File: src/rtl/dw_phase_timer.sv
// Phase timer: up-counter cleared on phase entry, flags the last cycle of a phase.
module dw_phase_timer #(
  parameter int W = 7
) (
  input  logic         i_clk,
  input  logic         i_rst,
  input  logic         i_clear,
  input  logic [W-1:0] i_limit,
  output logic         o_tc
);

  logic [W-1:0] r_count;

  // Count cycles spent in the current phase; clear restarts from zero.
  always_ff @(posedge i_clk or posedge i_rst) begin
    if (i_rst) begin
      r_count <= '0;
    end else if (i_clear) begin
      r_count <= '0;
    end else begin
      r_count <= r_count + W'(1);
    end
  end

  // Terminal count: the phase ends on the edge following count == limit-1.
  assign o_tc = (r_count == (i_limit - W'(1)));

endmodule

File: config.mk
export PLATFORM = sky130hd
export DESIGN_NAME = dw_phase_timer
export DESIGN_NICKNAME = d
export VERILOG_FILES = /design/src/rtl/dw_phase_timer.sv
export SDC_FILE = /design/constraint.sdc
export NUM_CORES = 1
export LEC_CHECK = 0
export CAP_MARGIN = 0
export CELL_PAD_IN_SITES_DETAIL_PLACEMENT = 0
export CELL_PAD_IN_SITES_GLOBAL_PLACEMENT = 1
export CORE_UTILIZATION = 39
export CTS_CLUSTER_SIZE = 20
export DETAILED_ROUTE_END_ITERATION = 16
export DONT_BUFFER_PORTS = 1
export HOLD_SLACK_MARGIN = 0.15
export PLACE_DENSITY_LB_ADDON = 0.1
export SYNTH_ARGS = -nofsm -noshare
export SYNTH_HDL_FRONTEND = slang
export SYNTH_SLANG_ARGS = --single-unit
File: constraint.sdc
create_clock -name i_clk -period 1.5 [get_ports i_clk]
set_input_delay 0.225 -clock i_clk [delete_from_list [all_inputs] [get_ports i_clk]]
set_output_delay 0.225 -clock i_clk [all_outputs]
set_load 0.02 [all_outputs]
Word level (Yosys, flattened, before mapping)
Cells that the tools add are included.

Flip-flop bits (word level): 7. Input port bits: 10. Output and inout port bits: 1. Word-level logic and storage cells: 5.

Add/subtract/negate cells: 2. Equality and inequality tests: 1. Multiplexer cells: 1.

Operators with widths (count): adder 7 x 1 -> 7 bit, second input constant (1); == test 7 bit (1); 2-to-1 mux 7 bit (1); subtractor 7 x 1 -> 7 bit, second input constant (1).

Logic depth before layout (Yosys ltp)
Word-level depth: 2. Depth in mapped cells: 7. Mapped depth without buffers: 6.

Worst setup path before layout
OpenSTA, ideal clock, no wires.

Path kind: input to output. Start: in i_limit[0]. End: out o_tc. Arrival time: 1633 ps. Required time: 1275 ps. Setup slack: -358 ps. Stages: 6. Path through: buf_4 inv_1 ha_1 o21ai_2 or4b_1 a31oi_1.

Word-level cells in the longest chain between the ends: 2.

RTL lines: start, declared (RTL line 8) `input logic [W-1:0] i_limit,`; subtractor 7 x 1 -> 7 bit (RTL line 26) `assign o_tc = (r_count == (i_limit - W'(1)));`; == test 7 bit (RTL line 26); end, declared (RTL line 9) `output logic o_tc`.

Every way passes these cells.

Worst setup path after layout
Start: reg r_count[6]. End: out o_tc.

Word-level cells in the longest chain between the ends: 1.

RTL lines: start, declared (RTL line 12) `logic [W-1:0] r_count;`; start signal, assigned (RTL line 21) `r_count <= r_count + W'(1);`; == test 7 bit (RTL line 26).

Every way passes these cells.

==> run summary <==
- complete, but fails checks — outcome
- negative setup slack — violations in the final reports
- 5.29 — average vias per placed instance
- 0 — ANT nets after route
- 0.05 ns — clock transition at the register clock pins on the worst setup and hold paths after CTS
- 8 — largest net degree at the start of global routing
- 1 — Max H-tree Level
- 31.7% — area share of the leading cell type in the synthesized netlist
- 42.4% — effective utilization at floorplan
- 69.7% — headroom to the max-slew limit
- 9 x sky130_fd_sc_hd__buf_4, 7 x sky130_fd_sc_hd__xor2_1, 7 x sky130_fd_sc_hd__nor2_1, 7 x sky130_fd_sc_hd__dfrtp_1 — leading cell types in the layout, fill and taps excluded
- 1060 um — final wirelength
- sky130_fd_sc_hd__dfrtp_1 — most used flip-flop cell after synthesis
- 1300 um^2 — core footprint
- output pin — crit end category
- 0 — total overflow reported by the global router
- 566 MHz — highest achievable clock rate
- 1 — number of setup violations in the final report
- 33.3% — synth-to-layout area growth
- 0 — Final Hold Violating Endpoints
- 1.54 ns — arrival time at the worst endpoint
- 661 um^2 — instance area at placement
- 3 — Iter 0 DRT Violations
- sky130_fd_sc_hd__dfrtp_1 — Synth area leader
- 4 — worst-path fanout max
- 408 — via count of the first global-routing pass
- 736 um^2 — cell area after layout
- 0.000433 V — peak ir drop on the vdd network
- -0.268 ns — Final Worst Setup Slack
- 7 — max FFs per register
- sky130_fd_sc_hd__buf_4 — most common library cell in the layout ignoring fill and taps
- 39.6 um — width of the die
- 11.8 um — wire length per cell
- 476 — detailed-route via count
- sky130_fd_sc_hd__clkbuf_4 — clock root buffer
- 0 — count of max-cap constraint violations
- 465 uW — total power of the final layout
- 7 — number of clock sinks seen by CTS
- 0 — number of pins with negative max-slew slack in the final report
- 30 — number of distinct library cell variants in the gate-level netlist after synthesis
- 118% — fraction of the cycle the final worst path needs
- 74 — number of nets produced by synthesis
- 2 — Clock Path Buffers
- done — TritonCTS clock tree
- 1.27 ns — worst path required time
- 0.25 ns — Worst-Skew Late Latency
- 8.90 um^2 — mean post-synth cell area
- 0.448 ns — transition time at the pin with the least slew margin
- 1660 um — wire length of the first global-routing pass
- 0.345 ns — worst hold-check slack
- 1.77 ns — post-layout minimum cycle time
- 11 — Top-Level Pins
- 90 — filler-free cell count of the finished design
- 62 — synthesized netlist cell count
- 0 — number of setup buffers added after CTS
- 88 — Net count, final
- 31.7% — sequential share of the synthesized area
- 0.306 nW — leak pwr
- 552 um^2 — Post-Syn Area
- 84 — cell total after placement
- 7 — number of synthesized register bits
- 0.00404 ns — largest clock skew in the final design
- 32.0% — fraction of layout cells with a size suffix above 1
- 0 — count of port buffers added during placement
- 0 — ANT cells
- reg -> out — critical path class
- 3 — TritonCTS buffer count
- in -> async — path type of the worst min-delay path
- sky130_fd_sc_hd__dfrtp_1 32%, sky130_fd_sc_hd__xor2_1 13%, sky130_fd_sc_hd__xnor2_1 6.3% — top cells by area in the synthesized netlist
- 860 um — Post-DP HPWL
- 0 — count of flip-flops with a built-in enable after synthesis
- 13 — standard-cell row count
- 0 — drc violations
- 0 — number of antenna violations at the first check in global routing
- 0.31 ns — slack of the worst reg-to-reg path
- r_count: 7 flops — biggest registers after layout
- r_count — register with the most flip-flops
- flip-flop — crit path launch type
- 15.9% — overall track demand over capacity in global routing
- 4 — DR pass1 iterations
- 100% — proportion of register bits with asynchronous set or reset after synthesis
- 39.6 um — height of the die
- 0.718 — GPL Wtd Cong
- 632 nW/um^2 — Pwr Density
- 0 — YS warnings
- true — unrepaired setup endpoints after global routing
- 1570 um^2 — die area
## area by class of cell
class                   count  area, um^2
inverters                   3        13.8
fillers                   118         566
repair buffers             11        87.6
well taps                  15        18.8
flip-flops and latches      7         175
clock buffers               4        26.3
multi-input cells          50         414
## cells in the mapped netlist (all sizes together) (2+ instances only)
cell and number:
nor2 8, xor2 8, dfrtp 7, nand3 4, xnor2 4, inv 3
nor3 3, o21ai 3, a211oi 2, a31oi 2, ha 2, nor4 2
## critical path, cell delays in order (launching register included)
cell	delay, ns
sky130_fd_sc_hd__dfrtp_1	0.40
sky130_fd_sc_hd__xor2_2	0.17
sky130_fd_sc_hd__or4b_4	0.50
sky130_fd_sc_hd__a31oi_4	0.22
## logic make-up after synthesis
| group | Yosys count | share of synthesized area (%) |
|---|---|---|
| XOR/XNOR | 12 | 19.0 |
| adder cells (fa/ha/maj) | 2 | 4.53 |
| buffers and inverters | 5 | 4.08 |
| AO/OA/AOI/OAI | 9 | 11.3 |
| flip-flops | 7 | 31.7 |
| AND/OR/NAND/NOR | 27 | 29.3 |
## worst paths after layout
path | start | end | depth (start not counted)
max in group asynchronous | i_rst | r_count[0] | 2
worst min-delay path | i_rst | r_count[3] | 2
worst max-delay path | r_count[6] | o_tc | 3
worst max register to register | r_count[2] | r_count[6] | 5
worst min register to register | r_count[0] | r_count[0] | 2
min in group i_clk | r_count[0] | r_count[0] | 2
## layer usage
metal	global-route usage [%]	wire [um]
met1	19.4	503
met2	25.8	520
met3	3.41	31
met4	7.76	5
met5	0	0
## where the power goes
group          internal, mW  leakage [nW]  switching (mW)
registers             0.196        0.0952         0.00481
logic                0.0508         0.196          0.0428
clock network         0.101        0.0150          0.0694
## timing repair
item,4_1_cts,5_1_grt
pin swaps,2,3
resized for setup,1,5
hold buffers,2,0
setup endpoints to repair,1,1
endpoints found under the hold margin,14,0
## through the flow
step,TNS (ns),utilization (%),setup slack [ns]
3_3_place_gp,-0.0842,50.8,-0.0842
5_1_grt,-0.330,56.5,-0.330
6_report,-0.268,56.5,-0.268
4_1_cts,-0.319,54.9,-0.319
2_1_floorplan,-0.0602,-,-0.0602
3_5_place_dp,-0.106,50.8,-0.106
Note: power is estimated with default switching activity, not from simulation.
